[src/rtl/scramble_decoder.sv]
// scramble_decoder: forwards dispatch commands and XOR-descrambles page/spare write data bound for RAM.
// Command out one cycle after accept; data has zero latency with combinational ready; define SCRAMBLE_DECODER_LENCHECK_EN for beat-count termination.
module scramble_decoder #(
  parameter int         AddressWidth       = 32,
  parameter int         DataWidth          = 32,
  parameter int         InnerIFLengthWidth = 16,
  parameter logic [4:0] ThisID             = 5'd4,
  parameter logic [5:0] OpPageWrite        = 6'b000001,
  parameter logic [5:0] OpSpareWrite       = 6'b000010
) (
  input  logic                          iClock,
  input  logic                          iReset_n,
  input  logic [5:0]                    iSrcOpcode,
  input  logic [4:0]                    iSrcTargetID,
  input  logic [4:0]                    iSrcSourceID,
  input  logic [AddressWidth-1:0]       iSrcAddress,
  input  logic [InnerIFLengthWidth-1:0] iSrcLength,
  input  logic                          iSrcCmdValid,
  output logic                          oSrcCmdReady,
  output logic [5:0]                    oDstOpcode,
  output logic [4:0]                    oDstTargetID,
  output logic [4:0]                    oDstSourceID,
  output logic [AddressWidth-1:0]       oDstAddress,
  output logic [InnerIFLengthWidth-1:0] oDstLength,
  output logic                          oDstCmdValid,
  input  logic                          iDstCmdReady,
  input  logic [DataWidth-1:0]          iSrcWriteData,
  input  logic                          iSrcWriteValid,
  input  logic                          iSrcWriteLast,
  output logic                          oSrcWriteReady,
  output logic [DataWidth-1:0]          oDstWriteData,
  output logic                          oDstWriteValid,
  output logic                          oDstWriteLast,
  input  logic                          iDstWriteReady
);

  localparam int LANES = DataWidth / 8;
  localparam int IW    = $clog2(LANES);

  typedef enum logic [2:0] {
    S_IDLE    = 3'd0,
    S_BYP_CMD = 3'd1,
    S_BYP_TRF = 3'd2,
    S_DEC_CMD = 3'd3,
    S_DEC_TRF = 3'd4
  } state_t;

  state_t                        r_state;
  state_t                        w_next_state;
  logic [5:0]                    r_opcode;
  logic [4:0]                    r_target_id;
  logic [4:0]                    r_source_id;
  logic [AddressWidth-1:0]       r_address;
  logic [InnerIFLengthWidth-1:0] r_length;
  logic                          r_enable;
  logic [DataWidth-1:0]          r_row_address;
  logic [7:0]                    r_lfsr [LANES];
  logic [7:0]                    w_seed [LANES];
  logic [DataWidth-1:0]          w_key;
  logic                          w_is_ctrl;
  logic                          w_is_dec;
  logic                          w_in_trf;
  logic                          w_beat;
  logic                          w_last;

  assign w_is_ctrl = (iSrcTargetID == ThisID);
  assign w_is_dec  = r_enable && (iSrcTargetID == 5'd0) &&
                     ((iSrcOpcode == OpPageWrite) || (iSrcOpcode == OpSpareWrite));
  assign w_in_trf  = (r_state == S_BYP_TRF) || (r_state == S_DEC_TRF);
  assign w_beat    = w_in_trf && iSrcWriteValid && iDstWriteReady;

`ifdef SCRAMBLE_DECODER_LENCHECK_EN
  logic [InnerIFLengthWidth-1:0] r_beat_cnt;

  always_ff @(posedge iClock or negedge iReset_n) begin
    if (!iReset_n) begin
      r_beat_cnt <= '0;
    end else if ((r_state == S_BYP_CMD) || (r_state == S_DEC_CMD)) begin
      r_beat_cnt <= r_length;
    end else if (w_beat) begin
      r_beat_cnt <= r_beat_cnt - 1'b1;
    end
  end

  assign w_last = iSrcWriteLast || (w_in_trf && (r_beat_cnt == InnerIFLengthWidth'(1)));
`else
  assign w_last = iSrcWriteLast;
`endif

  assign oDstWriteLast = w_last;
  assign oDstOpcode    = r_opcode;
  assign oDstTargetID  = r_target_id;
  assign oDstSourceID  = r_source_id;
  assign oDstAddress   = r_address;
  assign oDstLength    = r_length;

  always_ff @(posedge iClock or negedge iReset_n) begin
    if (!iReset_n) begin
      r_state <= S_IDLE;
    end else begin
      r_state <= w_next_state;
    end
  end

  always_comb begin
    w_next_state   = r_state;
    oSrcCmdReady   = 1'b0;
    oDstCmdValid   = 1'b0;
    oDstWriteValid = 1'b0;
    oSrcWriteReady = 1'b0;
    oDstWriteData  = iSrcWriteData;
    case (r_state)
      S_IDLE: begin
        oSrcCmdReady = 1'b1;
        if (iSrcCmdValid && !w_is_ctrl) begin
          w_next_state = w_is_dec ? S_DEC_CMD : S_BYP_CMD;
        end
      end
      S_BYP_CMD, S_DEC_CMD: begin
        oDstCmdValid = 1'b1;
        if (iDstCmdReady) begin
          if (r_length == '0) begin
            w_next_state = S_IDLE;
          end else begin
            w_next_state = (r_state == S_DEC_CMD) ? S_DEC_TRF : S_BYP_TRF;
          end
        end
      end
      S_BYP_TRF, S_DEC_TRF: begin
        oDstWriteValid = iSrcWriteValid;
        oSrcWriteReady = iDstWriteReady;
        if (r_state == S_DEC_TRF) begin
          oDstWriteData = iSrcWriteData ^ w_key;
        end
        if (w_beat && w_last) begin
          w_next_state = S_IDLE;
        end
      end
      default: w_next_state = S_IDLE;
    endcase
  end

  // Fields are latched for every accepted command; control ones are simply never forwarded.
  always_ff @(posedge iClock or negedge iReset_n) begin
    if (!iReset_n) begin
      r_opcode      <= '0;
      r_target_id   <= '0;
      r_source_id   <= '0;
      r_address     <= '0;
      r_length      <= '0;
      r_enable      <= 1'b1;
      r_row_address <= '0;
    end else if ((r_state == S_IDLE) && iSrcCmdValid) begin
      r_opcode    <= iSrcOpcode;
      r_target_id <= iSrcTargetID;
      r_source_id <= iSrcSourceID;
      r_address   <= iSrcAddress;
      r_length    <= iSrcLength;
      if (w_is_ctrl) begin
        if (iSrcOpcode == 6'b000001) begin
          r_enable <= 1'b0;
        end else if (iSrcOpcode == 6'b000011) begin
          r_enable <= 1'b1;
        end else begin
          r_row_address <= iSrcAddress[DataWidth-1:0];
        end
      end
    end
  end

  always_comb begin
    logic [7:0] v_seed;
    w_key = '0;
    for (int i = 0; i < LANES; i++) begin
      v_seed    = (r_row_address[7:0] << IW) | 8'(i);
      w_seed[i] = (v_seed == 8'h00) ? 8'h01 : v_seed;
      w_key[8*i +: 8] = r_lfsr[i];
    end
  end

  always_ff @(posedge iClock or negedge iReset_n) begin
    if (!iReset_n) begin
      for (int i = 0; i < LANES; i++) r_lfsr[i] <= '0;
    end else if (r_state == S_DEC_CMD) begin
      for (int i = 0; i < LANES; i++) r_lfsr[i] <= w_seed[i];
    end else if (w_beat && (r_state == S_DEC_TRF)) begin
      for (int i = 0; i < LANES; i++) begin
        r_lfsr[i] <= {r_lfsr[i][6:0], r_lfsr[i][7] ^ r_lfsr[i][5] ^ r_lfsr[i][4] ^ r_lfsr[i][3]};
      end
    end
  end

endmodule

[config.mk]
export PLATFORM = sky130hd
export DESIGN_NAME = scramble_decoder
export DESIGN_NICKNAME = d
export VERILOG_FILES = /design/src/rtl/scramble_decoder.sv
export SDC_FILE = /design/constraint.sdc
export NUM_CORES = 1
export LEC_CHECK = 0
export BUFFER_PORTS_ARGS = -buffer_cell sky130_fd_sc_hd__buf_2
export CAP_MARGIN = 10
export CORE_MARGIN = 8
export CORE_UTILIZATION = 40
export DETAILED_ROUTE_END_ITERATION = 16
export HOLD_SLACK_MARGIN = 0.06
export PLACE_DENSITY = 0.69
export SLEW_MARGIN = 20
export SYNTH_ARGS = -nofsm -noshare
export SYNTH_HDL_FRONTEND = slang
export SYNTH_SLANG_ARGS = --single-unit
[constraint.sdc]
create_clock -name iClock -period 4.9 [get_ports iClock]
set_input_delay 0.735 -clock iClock [delete_from_list [all_inputs] [get_ports iClock]]
set_output_delay 0.735 -clock iClock [all_outputs]
set_load 0.05 [all_outputs]
### After elaboration in Yosys (flattened, before gate mapping)

Index checks and enable logic that the tools add are counted.

* register bits: 106
* output and inout port bits: 101
* logic and storage cells: 84

* equal/unequal tests: 11
* muxes and demuxes: 21
* bitwise operators: 15
* reductions and logical operators: 25

Operators with widths (number)
* 32-bit 2-to-1 mux: 4
* 8-bit zero test: 4
* 8-bit 2-to-1 mux: 4
* 32-bit bitwise XOR: 1
* 16-bit zero test: 1
* 3-bit 2-to-1 mux: 5
* 6-bit by 2-bit equality test with 1-bit output, second input constant: 2
* 1-bit bitwise XOR: 12
* 3-bit case mux with 3 select lines: 1
* 1-bit logical AND: 8
* 3-bit by 2-bit equality test with 1-bit output, second input constant: 2
* 6-bit by 1-bit equality test with 1-bit output, second input constant: 1
* 1-bit 2-to-1 mux: 6
* 2-bit inequality test, second input constant: 3
* 3-bit AND reduction: 2
* 5-bit by 3-bit equality test with 1-bit output, second input constant: 1
* 5-bit zero test: 1
* 4-bit AND reduction: 1
* 2-bit nonzero test: 2
* 2-bit OR reduction: 2
* 3-bit by 1-bit equality test with 1-bit output, second input constant: 1
* 3-bit equality test, second input constant: 1
* 3-bit zero test: 1
* 1-bit logical OR: 2
* other kinds (3): 4

### Longest topological paths before layout

Gate-level depths: netlist of the first run.

* word-level depth: 7
* gate-level depth with buffers: 7
* mapped depth without buffers: 4

### Worst setup path before layout of the first run

No wires, ideal clock.

* path type: register to output
* start point: reg r_state[1]
* end point: out oDstWriteData[10]
* arrival: 1961 ps
* slack: 2204 ps
* stages on the path, launching flop included: 6
* cell sequence: dfrtp_1 > buf_6 > nor3b_4 > clkbuf_1 > nand2_1 > xnor2_1

* longest elaborated chain between the ends: 3

RTL lines
* from (decl): line 48 `state_t r_state;`
* from (signal assigned): line 101 `r_state <= w_next_state;`
* 3-bit equality test or 3-bit by 2-bit equality test with 1-bit output (tied branches): line 112, 132
* 32-bit 2-to-1 mux or 2-bit OR reduction (tied branches): line 132, 112
* 32-bit 2-to-1 mux (*): line 112 `case (r_state)`
* to (decl): line 31 `output logic [DataWidth-1:0] oDstWriteData,`

Mark *: on every way between the ends. The rest lies on a longest branch, timed or not.

### Worst setup path in the final report of the first run

* start point: reg r_state[1]
* end point: out oDstWriteData[0]

The elaborated chain is that of the path after synthesis.

==> reports/qor.yml, run 1 <==
antenna_left: 0
cts_tree: "done"
reg2regPathDepth: 4
setup_viol: 0
placedCellCount: 746
slew_viol_final: 0
crit_fanout: 24
cp.arrival_ns: 2.10
power_frac_seq: 0.325
clk_path_buf_depth: 2
yosysUniqueCellTypes: 36
die_w_um: 126
cp-startpoint: "r_state[1]"
syn_area_per_cell_um2: 11.7
die_h_um: 126
crit_end: "oDstWriteData[0]"
rr_startpoint: "r_state[1]"
core-area_um2: 12000
grt_antenna_before_repair: 0
num_antenna_cells: 0
tns_ns: 0
ios: 204
hold_violations: 0
synth_cells: 415
clockPowerShare: 0.145
rsz0062_at_grt: "false"
area_growth_pct: 29.1
fin_crit_sh: 0.578
routed_wirelength_um: 12600
clk_latency_ns: 0.34
drcViolationCount: 0
firstDrtPassIters: 5
clkSinkCount: 106
synth_area_um2: 4860
pwr-share-comb: 0.530
drive_above_1_share: 0.427
finalWorstPathRequiredPeriod_ns: 2.83
p_int_mw: 2.55
slew_headroom: 0.337
r2r_slack_ns: 2.26
numCtsBuffers: 9
io_buffers: 203
grt_pass1_wl_um: 20400
cp.required_ns: 4.16
grt_max_degree: 56
place_congestion: 0.764
dp_hpwl_um: 9910
htree_levels: 3
status: "completed"
fmax_mhz: 353
hold_buffers: 0
yosys_warnings: 0
nNetsFinal: 714
path_class: "flop to output port"
grt_pass1_vias: 4025
start_util: 0.406
design.die.area_um2: 15900
r2r_end: "oDstAddress[0]"
drtIter0Drc: 179
ir_worst_vdd_v: 0.000507
switchingPower_mw: 2.53
gr-usage-all-layers: 0.157
fin_ws_ns: 2.07
min_path_type: "primary input to async pin"
vias_per_cell: 4.96
end_kind: "output port"
vias: 3784
post_cts_buffers: 0
grt_overflow: 0
fin_util: 0.524
drt-wirelength-per-cell_um: 16.6
power_density_nw_per_um2: 809
fillers: 1032
cts_root_buffer: "clkbuf_16"
clock_skew_ns: 0.00380
pre_cts_ws_ns: 1.76
leakagePower_nw: 2.96
rows: 40
switching_share: 0.498
cap_violations: 0
cts_resized: 0
fin_cells: 763
cp-start-kind: "flop"
worst-slew-pin-transition_ns: 0.994
syn_nets: 518
synth_seq_area_share: 0.546
path_clk_slew_ns: 0.07
yosys_register_bits: 106
-- metal layers --
| metal | wire length (µm) | track usage | vias to the layer above |
|---|---|---|---|
| met5 | 0 | 0 | - |
| met4 | 154 | 0.0524 | 0 |
| met3 | 1520 | 0.0814 | 10 |
| met2 | 5640 | 0.250 | 179 |
| met1 | 5330 | 0.179 | 1779 |
| li1 | - | - | 1816 |
-- worst max-delay path: stages, from the launching register on --
cell     delay (ns)
dfrtp_1        0.51
nor3b_4        0.49
buf_8          0.24
nand2_1        0.10
xnor2_1        0.14
buf_2          0.28
-- sequential cells by signal, indices dropped and copies added, names as in the netlist --
register,count
r_row_address,6
r_enable,1
oDstLength,16
oDstSourceID,5
r_state,3
oDstAddress,32
r_lfsr,32
oDstOpcode,6
oDstTargetID,5
-- placed cells by master, fill, tap and decap left out, types with 2 or more instances in the layout --
master	count
a31oi_1	26
clkinv_4	2
o211ai_1	2
dfrtp_1	105
mux2_1	41
nand4_1	3
nand3_1	5
nor2_1	9
and3_1	2
clkinvlp_4	2
nand2_1	92
and2_1	2
nor4_1	7
xnor2_1	45
clkbuf_16	9
nor2b_1	2
buf_4	6
clkbuf_8	2
buf_2	202
mux2_2	31
-- worst min path at each step --
stage	endpoint	slack, ns	depth (start not counted)
after floorplan	oDstAddress[0]	0.44	0
after global placement	oDstAddress[14]	0.46	1
after detailed placement	oDstAddress[31]	0.47	1
after CTS	r_lfsr[1]	0.45	1
after global routing	r_lfsr[1]	0.48	1
final	r_lfsr[5]	0.43	1
-- area by class of cell --
type	count	area, µm²	area share
clock buffer	11	253	0.0403
clock inverter	5	62.6	0.00997
inverter	1	3.75	0.000598
multi-input combinational	284	2040	0.326
sequential	106	2650	0.423
tap	147	184	0.0293
timing repair buffer	209	1070	0.171
-- power groups by stage --
stage | clock [mW] | combinational [mW] | sequential [mW]
4_1_cts | 0.758 | 2.72 | 1.65
5_1_grt | 0.789 | 2.85 | 1.71
3_5_place_dp | 0 | 2.72 | 1.65
6_report | 0.737 | 2.69 | 1.65
2_1_floorplan | 0 | 1.18 | 2.54
3_3_place_gp | 0 | 2.67 | 1.63
-- kinds of logic (layout without fill, tap and decap cells) --
family,Yosys count,count (layout),synth area share
buf+inv,25,226,0.0345
xor+xnor,46,46,0.0829
simple gates,130,130,0.118
mux,72,72,0.167
compound gates,36,36,0.0520
flops,106,106,0.546
-- metrics by stage --
stage	power, mW	cell area, µm²	hold WS [ns]
global route	5.35	6270	0.481
detailed placement	4.37	5940	0.471
floorplan	3.72	4860	0.439
finish	5.08	6270	0.429
CTS	5.13	6250	0.452
global placement	4.30	5940	0.464
-- synth_stat cells --
cell,instances,area [µm²]
a21boi_0,1,7.51
a21o_1,1,7.51
a21oi_2,1,8.76
a221oi_2,1,15.0
a22o_1,1,8.76
a311o_1,1,10.0
a31oi_1,26,163
a41o_1,1,10.0
and2_1,3,18.8
and3_1,2,12.5
buf_1,2,7.51
buf_2,5,25.0
buf_4,2,15.0
buf_6,8,90.1
clkbuf_1,7,26.3
dfrtp_1,105,2630
dfstp_2,1,26.3
inv_1,1,3.75
mux2_1,41,462
mux2_2,31,349
nand2_1,92,345
nand3_1,6,30.0
nand3b_1,1,7.51
nand4_1,3,18.8
nor2_1,9,33.8
nor2b_1,2,12.5
nor3_1,1,5.00
nor3_2,1,10.0
nor3b_1,1,7.51
nor3b_4,1,18.8
nor4_1,7,43.8
o211ai_1,2,15.0
o21bai_1,1,7.51
or4_1,1,7.51
xnor2_1,45,394
xor2_1,1,8.76
Power figures use the tool's default switching activity.
==> inputs of run 2 (changes only) <==
- PLACE_DENSITY: 0.69 -> 0.71
- clock period: 4.9 -> 2.3 ns (I/O delays scaled with it)
==> run 2 against run 1 <==
  * Register-to-register slack lost 1.9 ns
  * Clock-buffer cell count did not move
  * Non-clock buffer count rose by 5
  * Sequential share of layout area fell by 1.8 points
  * Clock skew increased by 0.00091 ns
  * Die area is the same
  * Wire length grew 2.9%
==> reports/qor.yml, run 2 (synthesized netlist as in run 1, its figures left out) <==
power_frac_seq: 0.322  # was 0.325
r2r_slack_ns: 0.40  # was 2.26 ns
firstDrtPassIters: 4  # was 5
post_cts_buffers: 0  # unchanged
rows: 40  # unchanged
clk_latency_ns: 0.34  # about the same
highest_layer: "met4"  # unchanged
routed_wirelength_um: 13000  # was 12600 µm
dp_hpwl_um: 10300  # was 9910 µm
slew_headroom: 0.545  # was 0.337
ir_worst_vdd_v: 0.00103  # was 0.000507 V
grt_pass1_vias: 4305  # was 4025
htree_levels: 3  # unchanged
numCtsBuffers: 9  # unchanged
leakagePower_nw: 3.20  # was 2.96 nW
design.die.area_um2: 15900  # unchanged
rsz0062_at_grt: "false"  # unchanged
mostFrequentLayoutCell: "buf_2"  # unchanged
vias_per_cell: 5.06  # was 4.96
cts_tree: "done"  # unchanged
path_clk_slew_ns: 0.07  # about the same
cp.required_ns: 1.96  # was 4.16 ns
io_buffers: 203  # unchanged
grt_max_degree: 65  # was 56
power_density_nw_per_um2: 1660  # was 809 nW/µm²
nNetsFinal: 719  # was 714
ios: 204  # unchanged
place_congestion: 0.760  # was 0.764
cpMaxStageDelayCell: "dfrtp_1"  # unchanged
drt-met1-wl_um: 5090  # was 5330 µm
clockPowerShare: 0.138  # was 0.145
final_cell_mix: "buf_2 (199), dfrtp_1 (104), nand2_1 (92)"  # was buf_2 (202), dfrtp_1 (105), nand2_1 (92)
grt_overflow: 0  # unchanged
clk_path_buf_depth: 2  # unchanged
switching_share: 0.501  # was 0.498
grt_antenna_before_repair: 0  # unchanged
tns_ns: 0  # unchanged
antenna_left: 0  # unchanged
slowest_delay_ns: 0.47  # was 0.51 ns
gr-usage-all-layers: 0.165  # was 0.157
route.met2.wl_um: 6130  # was 5640 µm
met3_wirelength_um: 1570  # was 1520 µm
drtIter0Drc: 133  # was 179
path_class: "flop to output port"  # unchanged
cts_root_buffer: "clkbuf_16"  # unchanged
cp-start-kind: "flop"  # unchanged
finalWorstPathRequiredPeriod_ns: 2.17
area_growth_pct: 34.9  # was 29.1%
num_antenna_cells: 0  # unchanged
vias: 3885  # was 3784
crit_fanout: 34  # was 24
setup_viol: 0  # unchanged
cap_violations: 0  # unchanged
p_int_mw: 5.44  # was 2.55 mW
drcViolationCount: 0  # unchanged
die_h_um: 126  # unchanged
fin_crit_sh: 0.944
path_cells: "nor3b_4, buf_12, nand2_1, xnor2_2, buf_2"  # was nor3b_4, buf_8, nand2_1, xnor2_1, buf_2
hold_violations: 0  # unchanged
clkSinkCount: 106  # unchanged
hold_slack_ns: 0.213  # was 0.429 ns
grt_pass1_wl_um: 21300  # was 20400 µm
drt-wirelength-per-cell_um: 16.9  # was 16.6 µm
core-area_um2: 12000  # unchanged
status: "completed"  # unchanged
min_path_type: "primary input to flop"  # was primary input to async pin
pwr-share-comb: 0.540  # was 0.530
slew_viol_final: 0  # unchanged
fmax_mhz: 461
die_w_um: 126  # unchanged
worst-slew-pin-transition_ns: 0.677  # was 0.994 ns
end_kind: "output port"  # unchanged
cp.arrival_ns: 1.83  # was 2.10 ns
start_util: 0.406  # unchanged
drive_above_1_share: 0.478  # was 0.427
switchingPower_mw: 5.46  # was 2.53 mW
clock_skew_ns: 0.00471  # was 0.00380 ns
-- run 2: cell count changes in the layout (fill, tap and decap cells not counted), moves of 3 or more --
cell	before	now
clkbuf_4	0	3
xnor2_2	0	30
xnor2_1	45	15
buf_2	202	199
buf_12	0	3
-- run 2: layer usage --
layer | vias up | GRT usage
li1 | 1825 | -
met1 | 1876 | 0.180
met2 | 169 | 0.267
met3 | 15 | 0.0823
met4 | 0 | 0.0679
met5 | - | 0
-- run 2: final cells by class --
type / instances / area [µm²]
Clock buffer: 11 / 253
Fill cell: 1050 / 5410
Sequential cell: 106 / 2660
Inverter: 1 / 3.75
Timing Repair Buffer: 214 / 1150
Multi-Input combinational cell: 284 / 2260
Tap cell: 147 / 184
Clock inverter: 5 / 45.0
-- run 2: worst max-delay path, delay by kind of cell, from the launching register on --
family                    cells  cell delay [ns]
xor gates and xnor gates      1             0.13
DFF                           1             0.47
buffers and inverters         2             0.49
and+or+nand+nor               2             0.38
-- run 2: worst paths after layout --
check                                 from                 to  cells after the start
max                             r_state[0]  oDstWriteData[20]                      5
min                        iSrcAddress[20]    oDstAddress[20]                      2
max reg2reg                     r_state[0]     oDstAddress[1]                      4
min reg2reg                oDstAddress[17]    oDstAddress[17]                      1
max in group asynchronous         iReset_n          r_lfsr[8]                      3
min in group asynchronous         iReset_n    oDstAddress[31]                      2
-- run 2: power groups by stage --
stage | Sequential, mW | Clock, mW | Combinational [mW]
floorplan | 5.41 | 0 | 2.60
CTS | 3.51 | 1.55 | 5.95
global placement | 3.46 | 0 | 5.83
global route | 3.64 | 1.61 | 6.24
finish | 3.51 | 1.51 | 5.88
detailed placement | 3.53 | 0 | 5.94
-- run 2: repair_timing --
| item | CTS | global route |
|---|---|---|
| gates resized for setup | 0 | 4 |
| hold endpoints to repair | 36 | 0 |
| hold buffers | 1 | 0 |
| setup endpoints to repair | 0 | 21 |
-- run 2: per-stage QoR --
stage	util	std cells	worst slack (ns)	power (mW)	cell area (µm²)
after floorplan	-	415	0.0305	8.01	5080
after detailed placement	0.521	751	0.233	9.46	6240
final	0.548	768	0.129	10.9	6550
after global routing	0.548	768	0.0125	11.5	6550
after CTS	0.547	768	0.0584	11.0	6550
after global placement	0.521	751	0.311	9.29	6240
